===== src/rtl/qpsk_demapper_deframer_if.sv =====
// Symbol-in / dibit-out handshake bundle for the QPSK demapper-deframer.
// master = upstream modulator plus downstream consumer; slave = the demapper itself.
interface qpsk_demapper_deframer_if;
  logic               valid_in;
  logic signed [15:0] I_comp;
  logic signed [15:0] Q_comp;
  logic               ready_out;
  logic [1:0]         dibit_out;
  logic               dibit_sof;
  logic               dibit_eof;
  logic               dibit_valid;
  logic               dibit_ready;

  modport master (
    output valid_in, I_comp, Q_comp, dibit_ready,
    input  ready_out, dibit_out, dibit_sof, dibit_eof, dibit_valid
  );

  modport slave (
    input  valid_in, I_comp, Q_comp, dibit_ready,
    output ready_out, dibit_out, dibit_sof, dibit_eof, dibit_valid
  );
endinterface


===== src/rtl/qpsk_demapper_deframer.sv =====
// Hard-decision QPSK demapper with 96-symbol frame tracking and a FWFT dibit FIFO.
// Optional magnitude checker enabled by defining QPSK_DEMAP_AMP_CHECK_EN.
//
// state | meaning
// IDLE  | waiting for symbol 0 of a frame, sym_index = 0
// FRAME | inside a frame, counting symbols and idle gaps
module qpsk_demapper_deframer #(
  parameter int SYMS_PER_FRAME = 96,
  parameter int FIFO_DEPTH     = 16,
  parameter int GAP_MAX        = 4
`ifdef QPSK_DEMAP_AMP_CHECK_EN
  ,
  parameter logic signed [15:0] NOM_AMP = 16'sh5A82,
  parameter logic [15:0]        AMP_TOL = 16'd512
`endif
) (
  input  logic                          clk_50,
  input  logic                          reset_N,
  qpsk_demapper_deframer_if.slave       bus,
  output logic [6:0]                    sym_index,
  output logic                          frame_done,
  output logic [15:0]                   frame_count,
  output logic                          frame_abort,
  output logic                          overflow,
  output logic [$clog2(FIFO_DEPTH):0]   fifo_level,
  output logic [7:0]                    amp_err_count
);
  localparam int AW = $clog2(FIFO_DEPTH);
  localparam int GW = $clog2(GAP_MAX + 1);
  localparam logic [6:0]  LAST_IDX = 7'(SYMS_PER_FRAME - 1);
  localparam logic [GW-1:0] GAP_LAST = GW'(GAP_MAX - 1);
  localparam logic [AW:0] FULL_LVL = (AW+1)'(FIFO_DEPTH);

  typedef enum logic [0:0] {IDLE, FRAME} state_t;

  state_t          state_q, state_d;
  logic [6:0]      sym_idx_q, sym_idx_d;
  logic [GW-1:0]   gap_q, gap_d;
  logic            done_q, done_d;
  logic [15:0]     count_q, count_d;
  logic            abort_q, abort_d;
  logic            ovf_q, ovf_d;
  logic [AW:0]     level_q, level_d;
  logic [AW-1:0]   wr_ptr_q, wr_ptr_d, rd_ptr_q, rd_ptr_d;
  logic [3:0]      mem_q [FIFO_DEPTH];
  logic [3:0]      mem_d [FIFO_DEPTH];
  logic            sof_tag, eof_tag, push, pop;

  // Gating with reset_N keeps ready_out low while reset is held.
  assign bus.ready_out   = reset_N && (level_q != FULL_LVL);
  assign bus.dibit_valid = (level_q != '0);
  assign push = bus.valid_in && bus.ready_out;
  assign pop  = bus.dibit_valid && bus.dibit_ready;

  assign bus.dibit_sof = bus.dibit_valid & mem_q[rd_ptr_q][3];
  assign bus.dibit_eof = bus.dibit_valid & mem_q[rd_ptr_q][2];
  assign bus.dibit_out = bus.dibit_valid ? mem_q[rd_ptr_q][1:0] : 2'b00;

  always_comb begin
    state_d   = state_q;
    sym_idx_d = sym_idx_q;
    gap_d     = gap_q;
    done_d    = 1'b0;
    count_d   = count_q;
    abort_d   = abort_q;
    sof_tag   = 1'b0;
    eof_tag   = 1'b0;
    unique case (state_q)
      IDLE: begin
        gap_d = '0;
        if (bus.valid_in) begin
          sof_tag   = 1'b1;
          sym_idx_d = 7'd1;
          state_d   = FRAME;
        end
      end
      FRAME: begin
        if (bus.valid_in) begin
          gap_d = '0;
          if (sym_idx_q == LAST_IDX) begin
            eof_tag   = 1'b1;
            done_d    = 1'b1;
            count_d   = count_q + 16'd1;
            sym_idx_d = '0;
            state_d   = IDLE;
          end else begin
            sym_idx_d = sym_idx_q + 7'd1;
          end
        end else if (gap_q == GAP_LAST) begin
          abort_d   = 1'b1;
          sym_idx_d = '0;
          gap_d     = '0;
          state_d   = IDLE;
        end else begin
          gap_d = gap_q + GW'(1);
        end
      end
      default: state_d = IDLE;
    endcase
  end

  // Dropped symbols still walk the frame FSM above so alignment survives overflow.
  always_comb begin
    ovf_d    = ovf_q | (bus.valid_in & ~bus.ready_out);
    mem_d    = mem_q;
    wr_ptr_d = wr_ptr_q;
    rd_ptr_d = rd_ptr_q;
    level_d  = level_q;
    if (push) begin
      mem_d[wr_ptr_q] = {sof_tag, eof_tag, bus.I_comp[15], bus.Q_comp[15]};
      wr_ptr_d        = wr_ptr_q + AW'(1);
    end
    if (pop) rd_ptr_d = rd_ptr_q + AW'(1);
    unique case ({push, pop})
      2'b10:   level_d = level_q + (AW+1)'(1);
      2'b01:   level_d = level_q - (AW+1)'(1);
      default: level_d = level_q;
    endcase
  end

  always_ff @(posedge clk_50 or negedge reset_N) begin
    if (!reset_N) begin
      state_q   <= IDLE;
      sym_idx_q <= '0;
      gap_q     <= '0;
      done_q    <= 1'b0;
      count_q   <= '0;
      abort_q   <= 1'b0;
      ovf_q     <= 1'b0;
      level_q   <= '0;
      wr_ptr_q  <= '0;
      rd_ptr_q  <= '0;
      mem_q     <= '{default: '0};
    end else begin
      state_q   <= state_d;
      sym_idx_q <= sym_idx_d;
      gap_q     <= gap_d;
      done_q    <= done_d;
      count_q   <= count_d;
      abort_q   <= abort_d;
      ovf_q     <= ovf_d;
      level_q   <= level_d;
      wr_ptr_q  <= wr_ptr_d;
      rd_ptr_q  <= rd_ptr_d;
      mem_q     <= mem_d;
    end
  end

  assign sym_index   = sym_idx_q;
  assign frame_done  = done_q;
  assign frame_count = count_q;
  assign frame_abort = abort_q;
  assign overflow    = ovf_q;
  assign fifo_level  = level_q;

`ifdef QPSK_DEMAP_AMP_CHECK_EN
  logic [7:0]  amp_q, amp_d;
  logic [15:0] mag_i, mag_q;
  logic [15:0] dev_i, dev_q;
  logic        amp_bad;

  // -32768 has no positive twin in Q15, so it saturates to 32767.
  function automatic logic [15:0] mag(input logic signed [15:0] x);
    if (x == 16'sh8000) return 16'h7FFF;
    else if (x[15])     return 16'(-x);
    else                return 16'(x);
  endfunction

  always_comb begin
    mag_i   = mag(bus.I_comp);
    mag_q   = mag(bus.Q_comp);
    dev_i   = (mag_i >= 16'(NOM_AMP)) ? mag_i - 16'(NOM_AMP) : 16'(NOM_AMP) - mag_i;
    dev_q   = (mag_q >= 16'(NOM_AMP)) ? mag_q - 16'(NOM_AMP) : 16'(NOM_AMP) - mag_q;
    amp_bad = (dev_i > AMP_TOL) || (dev_q > AMP_TOL);
    amp_d   = amp_q;
    if (push && amp_bad && (amp_q != 8'hFF)) amp_d = amp_q + 8'd1;
  end

  always_ff @(posedge clk_50 or negedge reset_N) begin
    if (!reset_N) amp_q <= '0;
    else          amp_q <= amp_d;
  end

  assign amp_err_count = amp_q;
`else
  logic unused_mag_bits;
  assign unused_mag_bits = ^{bus.I_comp[14:0], bus.Q_comp[14:0]};
  assign amp_err_count   = '0;
`endif
endmodule


===== src/flat_wrapper.sv =====
// flat-port wrapper written by rule: the top's interface ports become plain ports
module qpsk_demapper_deframer_flat 
#(
  parameter int SYMS_PER_FRAME = 96,
  parameter int FIFO_DEPTH     = 16,
  parameter int GAP_MAX        = 4

)
  (clk_50, reset_N, sym_index, frame_done, frame_count, frame_abort, overflow, fifo_level, amp_err_count, bus_valid_in, bus_I_comp, bus_Q_comp, bus_dibit_ready, bus_ready_out, bus_dibit_out, bus_dibit_sof, bus_dibit_eof, bus_dibit_valid);
  qpsk_demapper_deframer_if bus_i ();
  input  logic clk_50;
  input  logic reset_N;
  output logic [6:0] sym_index;
  output logic frame_done;
  output logic [15:0] frame_count;
  output logic frame_abort;
  output logic overflow;
  output logic [$clog2(FIFO_DEPTH):0] fifo_level;
  output logic [7:0] amp_err_count;
  input wire logic [$bits(bus_i.valid_in)-1:0] bus_valid_in;
  input wire logic [$bits(bus_i.I_comp)-1:0] bus_I_comp;
  input wire logic [$bits(bus_i.Q_comp)-1:0] bus_Q_comp;
  input wire logic [$bits(bus_i.dibit_ready)-1:0] bus_dibit_ready;
  output wire logic [$bits(bus_i.ready_out)-1:0] bus_ready_out;
  output wire logic [$bits(bus_i.dibit_out)-1:0] bus_dibit_out;
  output wire logic [$bits(bus_i.dibit_sof)-1:0] bus_dibit_sof;
  output wire logic [$bits(bus_i.dibit_eof)-1:0] bus_dibit_eof;
  output wire logic [$bits(bus_i.dibit_valid)-1:0] bus_dibit_valid;
  assign bus_i.valid_in = bus_valid_in;
  assign bus_i.I_comp = bus_I_comp;
  assign bus_i.Q_comp = bus_Q_comp;
  assign bus_i.dibit_ready = bus_dibit_ready;
  assign bus_ready_out = bus_i.ready_out;
  assign bus_dibit_out = bus_i.dibit_out;
  assign bus_dibit_sof = bus_i.dibit_sof;
  assign bus_dibit_eof = bus_i.dibit_eof;
  assign bus_dibit_valid = bus_i.dibit_valid;
  qpsk_demapper_deframer #(.SYMS_PER_FRAME(SYMS_PER_FRAME), .FIFO_DEPTH(FIFO_DEPTH), .GAP_MAX(GAP_MAX)) u_core (.clk_50(clk_50), .reset_N(reset_N), .bus(bus_i), .sym_index(sym_index), .frame_done(frame_done), .frame_count(frame_count), .frame_abort(frame_abort), .overflow(overflow), .fifo_level(fifo_level), .amp_err_count(amp_err_count));
endmodule

===== config.mk =====
export PLATFORM = sky130hd
export DESIGN_NAME = qpsk_demapper_deframer_flat
export DESIGN_NICKNAME = d
export VERILOG_FILES = /design/src/rtl/qpsk_demapper_deframer_if.sv /design/src/rtl/qpsk_demapper_deframer.sv /design/src/flat_wrapper.sv
export SDC_FILE = /design/constraint.sdc
export NUM_CORES = 1
export LEC_CHECK = 0
export CORE_UTILIZATION = 40
export DETAILED_ROUTE_END_ITERATION = 12
export PLACE_DENSITY = 0.67
export SETUP_SLACK_MARGIN = 0.3
export SYNTH_ARGS = -nofsm -noshare
export SYNTH_HDL_FRONTEND = slang
export SYNTH_SLANG_ARGS = --single-unit

===== constraint.sdc =====
create_clock -name clk_50 -period 3.9 [get_ports clk_50]
set_clock_uncertainty 0.2 [all_clocks]
set_input_delay 0.975 -clock clk_50 [delete_from_list [all_inputs] [get_ports clk_50]]
set_output_delay 0.975 -clock clk_50 [all_outputs]
set_load 0.01 [all_outputs]

# Word level (Yosys, flattened, before mapping)
# Index checks and enable logic that the tools add are counted.
[classes]
n_reduce_logical = 9
n_eq_ne = 7
add_sub_neg = 7
bitwise_logic = 9
n_mux = 25
order_cmp = 3
[ops]
columns = ["operator", "n"]
rows = [
  ["64-bit bitwise mux", 1],
  ["7-bit two-way mux", 4],
  ["16-bit by 1-bit adder with 16-bit output (second input constant)", 1],
  ["4-bit binary-select mux with 4-bit select", 1],
  ["4-bit demux with 4-bit select", 1],
  ["7-bit one-hot mux with 2 select lines", 1],
  ["4-bit two-way mux", 3],
  ["5-bit greater-or-equal comparator (second input constant)", 2],
  ["4-bit inverter with 5-bit output", 2],
  ["5-bit one-hot mux with 2 select lines", 1],
  ["4-bit by 1-bit adder with 4-bit output (second input constant)", 2],
  ["1-bit two-way mux", 8],
  ["7-bit by 1-bit adder with 7-bit output (second input constant)", 1],
  ["7-bit == test (second input constant)", 1],
  ["3-bit two-way mux", 2],
  ["3-bit one-hot mux with 2 select lines", 1],
  ["3-bit AND reduction", 2],
  ["5-bit by 1-bit adder with 5-bit output (second input constant)", 1],
  ["5-bit by 1-bit less-than comparator with 1-bit output (second input constant)", 1],
  ["5-bit != test (second input constant)", 1],
  ["5-bit nonzero test", 1],
  ["5-bit by 1-bit subtractor with 5-bit output (second input constant)", 1],
  ["1-bit logical AND", 4],
  ["3-bit by 1-bit adder with 3-bit output (second input constant)", 1],
  ["other kinds (12)", 16],
]
[word_totals]
regBits = 107
elab_cells = 86

# Depth between registers and ports, before layout
# Gate-level depths: netlist of run 1.
[logic_depth]
ltp_word = 6
mapped_depth = 13

# Worst setup path after synthesis of run 1
# No wires, ideal clock.
[synth_path]
kind = "reg-to-reg"
start = "register u_core.level_q[1], in the netlist u_core.fifo_level[1]"
end = "register u_core.level_q[4], in the netlist u_core.fifo_level[4]"
slack_ps = 412
synth_period_minus_slack_ps = 3488
stages_incl_launch_ff = 14
path_buffers = 2
t_required_ps = 3556
t_arrival_ps = 3144
cell_sequence = "dfrtp_1 clkbuf_1 or4_4 o21ai_2 inv_1 nand2_1 ha_1 clkbuf_1 xor2_1 ha_1 o211a_1 or4_1 o211ai_1 a311oi_1"
[synth_via]
elab_chain_len = 5
[synth_rtl]
columns = ["item", "line", "rtl"]
rows = [
  ["start: declaration", "qpsk_demapper_deframer.sv:43", "logic [AW:0] level_q, level_d;"],
  ["start signal: assignment", "qpsk_demapper_deframer.sv:142", "level_q <= level_d;"],
  ["5-bit != test (*)", "qpsk_demapper_deframer.sv:50", "assign bus.ready_out = reset_N && (level_q != FULL_LVL);"],
  ["1-bit logical AND (*)", "qpsk_demapper_deframer.sv:50", ""],
  ["net bus_ready_out", "flat_wrapper.sv:24", "output wire logic [$bits(bus_i.ready_out)-1:0] bus_ready_out;"],
  ["1-bit logical AND (*)", "qpsk_demapper_deframer.sv:52", "assign push = bus.valid_in && bus.ready_out;"],
  ["2-bit by 1-bit == test with 1-bit output / 2-bit == test (equally long branches)", "qpsk_demapper_deframer.sv:114", "unique case ({push, pop})"],
  ["5-bit one-hot mux with 2 select lines / 2-bit nonzero test (equally long branches)", "n/a", ""],
]
# Mark *: on every way through the listed nets, which the timed path passes. The rest lies on a longest branch.
# A chain may end at the register's enable or synchronous reset.

# Worst setup path in the final report of run 1
[layout_path]
start = "register u_core.level_q[1], in the netlist u_core.fifo_level[1]"
end = "output bus_ready_out"
[layout_via]
elab_chain_len = 2
[layout_rtl]
columns = ["item", "line"]
rows = [
  ["5-bit != test", "qpsk_demapper_deframer.sv:50"],
  ["1-bit logical AND", "qpsk_demapper_deframer.sv:50"],
  ["end: declaration", "flat_wrapper.sv:24"],
]
# Every way passes these cells.

==> flow_metrics.py, run 1 <==
metrics = {
    "power_and_ir_drop": {
        "power_density_mw_per_mm2": 618,
        "p_total_mw": 3.82,
        "power.leakage_nw": 2.76,
        "ir_drop_v": 0.000322,
    },
    "clock_tree": {
        "cts_tree": "built",
        "clockBufferDepth": 2,
        "clk_latency_ns": 0.34,
        "path_clk_slew_ns": 0.07,
        "htreeDepth": 3,
        "cts_sinks": 107,
        "clockRootBuffer": "clkbuf_16",
        "cts_buffers": 9,
    },
    "critical_path": {
        "crit_type": "flop to primary output",
        "crit_path_end_kind": "primary output",
        "crit_required_ns": 2.72,
        "arrival_ns": 2.26,
        "crit_fanout": 10,
        "startpoint_type": "flop",
    },
    "detailed_routing": {
        "drc": 0,
        "wl_met2_mm": 5.14,
        "wl_mm": 10.5,
        "met1Wirelength_mm": 4.82,
        "dr.max_layer_used": "met4",
        "wl_met3_um": 395,
        "ant_nets": 0,
        "firstDrtPassIters": 4,
        "vias": 3322,
        "first_iter_violations": 168,
        "via_per_inst": 5.27,
        "post_drt_wl_per_cell_um": 16.7,
    },
    "cells_and_area": {
        "seqCellArea_mm2": 0.00268,
        "fill_cells": 1143,
        "final_util": 0.487,
        "layout-drive-gt1-share": 0.273,
        "syn2layout_area_growth_pct": 18.1,
        "nNetsFinal": 501,
        "multi_input_area_mm2": 0.00242,
        "antenna_cells": 0,
        "fin_area_mm2": 0.00618,
    },
    "synthesis": {
        "synthMuxAreaShare": 0.232,
        "yosysTopAreaCellShare": 0.512,
        "synth_area_leader_cell": "dfrtp_1",
        "synth-async-reset-ratio": 1.00,
        "yosys-top-cells-area": "dfrtp_1 51%, mux2_2 16%, mux4_2 6.9%, xnor2_1 3.5%, ha_1 2.9%",
        "synth_edf_count": 0,
        "avgSynthCellArea_um2": 12.8,
        "synth_compound_area_frac": 0.0553,
        "synth_cells": 410,
        "syn_area_mm2": 0.00523,
        "synth_fa_ha_area_frac": 0.0287,
        "ys.flop_type": "dfrtp_1",
        "synth-simple-area-share": 0.0959,
        "synth_top_family_by_area": "multiplexers",
        "seq_area_frac_synth": 0.512,
        "synth_xor_area_frac": 0.0419,
        "ys_ff_latch": 107,
        "yosysUniqueCellTypes": 49,
        "ys_warn_count": 0,
    },
    "floorplanning": {
        "fp.dieH_um": 116,
        "core_area_mm2": 0.0127,
        "fp-row-count": 41,
        "start_util": 0.413,
        "pin_count": 81,
        "die_area_mm2": 0.0135,
        "die_x_um": 116,
    },
    "timing": {
        "slew_headroom": 0.452,
        "fin_crit_ns": 3.44,
        "max_freq_mhz": 291,
        "rsz0062_at_grt": "no",
        "period_share": 0.882,
        "slew_violations": 0,
        "hold_viol": 0,
        "worst_pin_slew_ns": 0.822,
        "setup_viol": 0,
        "setup_tns_ns": 0,
        "finalWorstSetupSlack_ns": 0.460,
    },
    "placed_design": {
        "gp_congestion": 0.810,
        "numPortBuffers": 42,
        "placed_cell_area_mm2": 0.00582,
        "pre_cts_slack_ns": 0.344,
        "place_hpwl_mm": 7.42,
    },
    "min_path": {
        "min_path_type": "flop to flop",
    },
    "job": {
        "drv_cap": 0,
    },
    "global_route": {
        "grtUsageTotal": 0.176,
        "grt_overflow_total": 0,
        "grt_pass1_wl_mm": 17.8,
        "grt_max_degree": 65,
        "grt_pass1_vias": 3377,
        "antenna_found_initial": 0,
    },
    "status": {
        "status": "finished, final reports clean",
    },
}
## synth_stat cells, types with 2 or more instances
master and instances:
a21oi_1 8, nand4_1 8, nand2_1 16, a21o_1 3
xor2_1 4, dfrtp_1 107, and4_1 4, and3_1 6
o21ai_0 16, buf_2 4, a211oi_1 2, mux2_2 72
clkbuf_1 16, mux2i_1 4, buf_4 8, buf_1 2
nor4_1 2, xnor2_1 21, mux4_2 16, nor3b_1 3
nand3_1 19, nor2b_1 5, nor2_1 14, nand2b_1 2
inv_1 8, a22o_1 2, ha_1 12, nor3_1 5
## timing repair
action                     4_1_cts  5_1_grt
setup endpoints to repair        4        2
hold buffers                     0        0
cloned                           0        0
buffers inserted                 2        0
gates resized for setup          6        4
## report_power, final
part	switching [mW]	total [mW]	internal, mW	leakage [nW]
logic	0.523	1.24	0.713	1.20
clock network	0.391	0.926	0.535	0.146
registers	0.270	1.65	1.38	1.41
## logic make-up after synthesis
| group | after synthesis |
|---|---|
| flops | 107 |
| mux | 92 |
| simple gates | 92 |
| compound gates | 43 |
| buf+inv | 38 |
| xor+xnor | 25 |
| fa+ha+maj | 12 |
| other cells | 1 |
## layout by cell type (no fill, tap or decap), drive strengths merged, types with 2 or more instances in the layout
cell type,count
a211oi,2
a21boi,2
a21o,3
a21oi,8
a22o,2
and2,2
and3,6
and4,4
buf,14
clkbuf,13
clkdlybuf4s50,37
conb,8
dfrtp,107
dlygate4sd2,3
ha,12
inv,8
mux2,72
mux2i,4
mux4,16
nand2,16
nand2b,2
nand3,19
nand4,8
nor2,14
nor2b,5
nor3,6
nor3b,3
nor4,2
o211ai,2
o21ai,17
or4,2
xnor2,21
xor2,4
## flip-flops by register name (all words and copies together) (netlist names)
name                cells
u_core.mem_q           64
u_core.frame_count     16
u_core.sym_index        7
u_core.fifo_level       5
u_core.rd_ptr_q         4
u_core.wr_ptr_q         4
u_core.gap_q            3
u_core.frame_abort      1
u_core.frame_done       1
u_core.overflow         1
u_core.state_q          1
## final timing paths
kind / start / endpoint / slack [ns] / cells past startpoint
max: u_core.fifo_level[1]$_DFFE_PN0P_ / bus_ready_out / 0.46 / 4
min: u_core.gap_q[0]$_DFF_PN0_ / u_core.gap_q[0]$_DFF_PN0_ / 0.23 / 1
max reg2reg: u_core.fifo_level[1]$_DFFE_PN0P_ / u_core.fifo_level[4]$_DFFE_PN0P_ / 0.53 / 11
min reg2reg: u_core.gap_q[0]$_DFF_PN0_ / u_core.gap_q[0]$_DFF_PN0_ / 0.23 / 1
max in group asynchronous: reset_N / u_core.rd_ptr_q[0]$_DFFE_PN0P_ / 1.63 / 3
min in group asynchronous: reset_N / u_core.frame_count[13]$_DFFE_PN0P_ / 0.58 / 2
## routing by layer
| layer | vias to the layer above | global-route usage |
|---|---|---|
| met4 | 0 | 0.0573 |
| met3 | 11 | 0.0363 |
| met1 | 1687 | 0.235 |
| li1 | 1559 | - |
| met5 | - | 0 |
| met2 | 65 | 0.285 |
## per-stage QoR
stage	hold WS, ns	std cells
after detailed placement	0.227	612
final	0.235	630
after global routing	0.249	630
after global placement	0.223	612
after CTS	0.237	630
after floorplan	0.209	417
## area by class of cell
class	count	area share
Clock inverter	3	0.00750
Multi-Input combinational cell	272	0.391
Clock buffer	13	0.0421
Sequential cell	107	0.434
Tap cell	172	0.0348
Timing Repair Buffer	55	0.0853
Inverter	8	0.00486
## critical path: stages, from the launching register on
cell,delay (ns)
dfrtp_1,0.49
or4_4,0.60
o21ai_4,0.22
inv_1,0.11
clkdlybuf4s50_1,0.49
(Power assumes the default switching activity.)
==> run 2: changes to the inputs <==
--- a/config.mk
+++ b/config.mk
@@ -6,6 +6,7 @@
 export NUM_CORES = 1
 export LEC_CHECK = 0
 export CORE_UTILIZATION = 40
+export CTS_CLUSTER_SIZE = 25
 export DETAILED_ROUTE_END_ITERATION = 12
 export PLACE_DENSITY = 0.67
 export SETUP_SLACK_MARGIN = 0.3
==> results of run 2 <==
Same layout as run 1: the final DEF is identical, and so are final timing and power.
==> run 3: changes to the inputs <==
--- a/config.mk
+++ b/config.mk
@@ -10,6 +10,7 @@
 export DETAILED_ROUTE_END_ITERATION = 12
 export PLACE_DENSITY = 0.67
 export SETUP_SLACK_MARGIN = 0.3
+export SKIP_LAST_GASP = 1
 export SYNTH_ARGS = -nofsm -noshare
 export SYNTH_HDL_FRONTEND = slang
 export SYNTH_SLANG_ARGS = --single-unit
==> results of run 3 <==
Same layout as run 1: the final DEF is identical, and so are final timing and power.
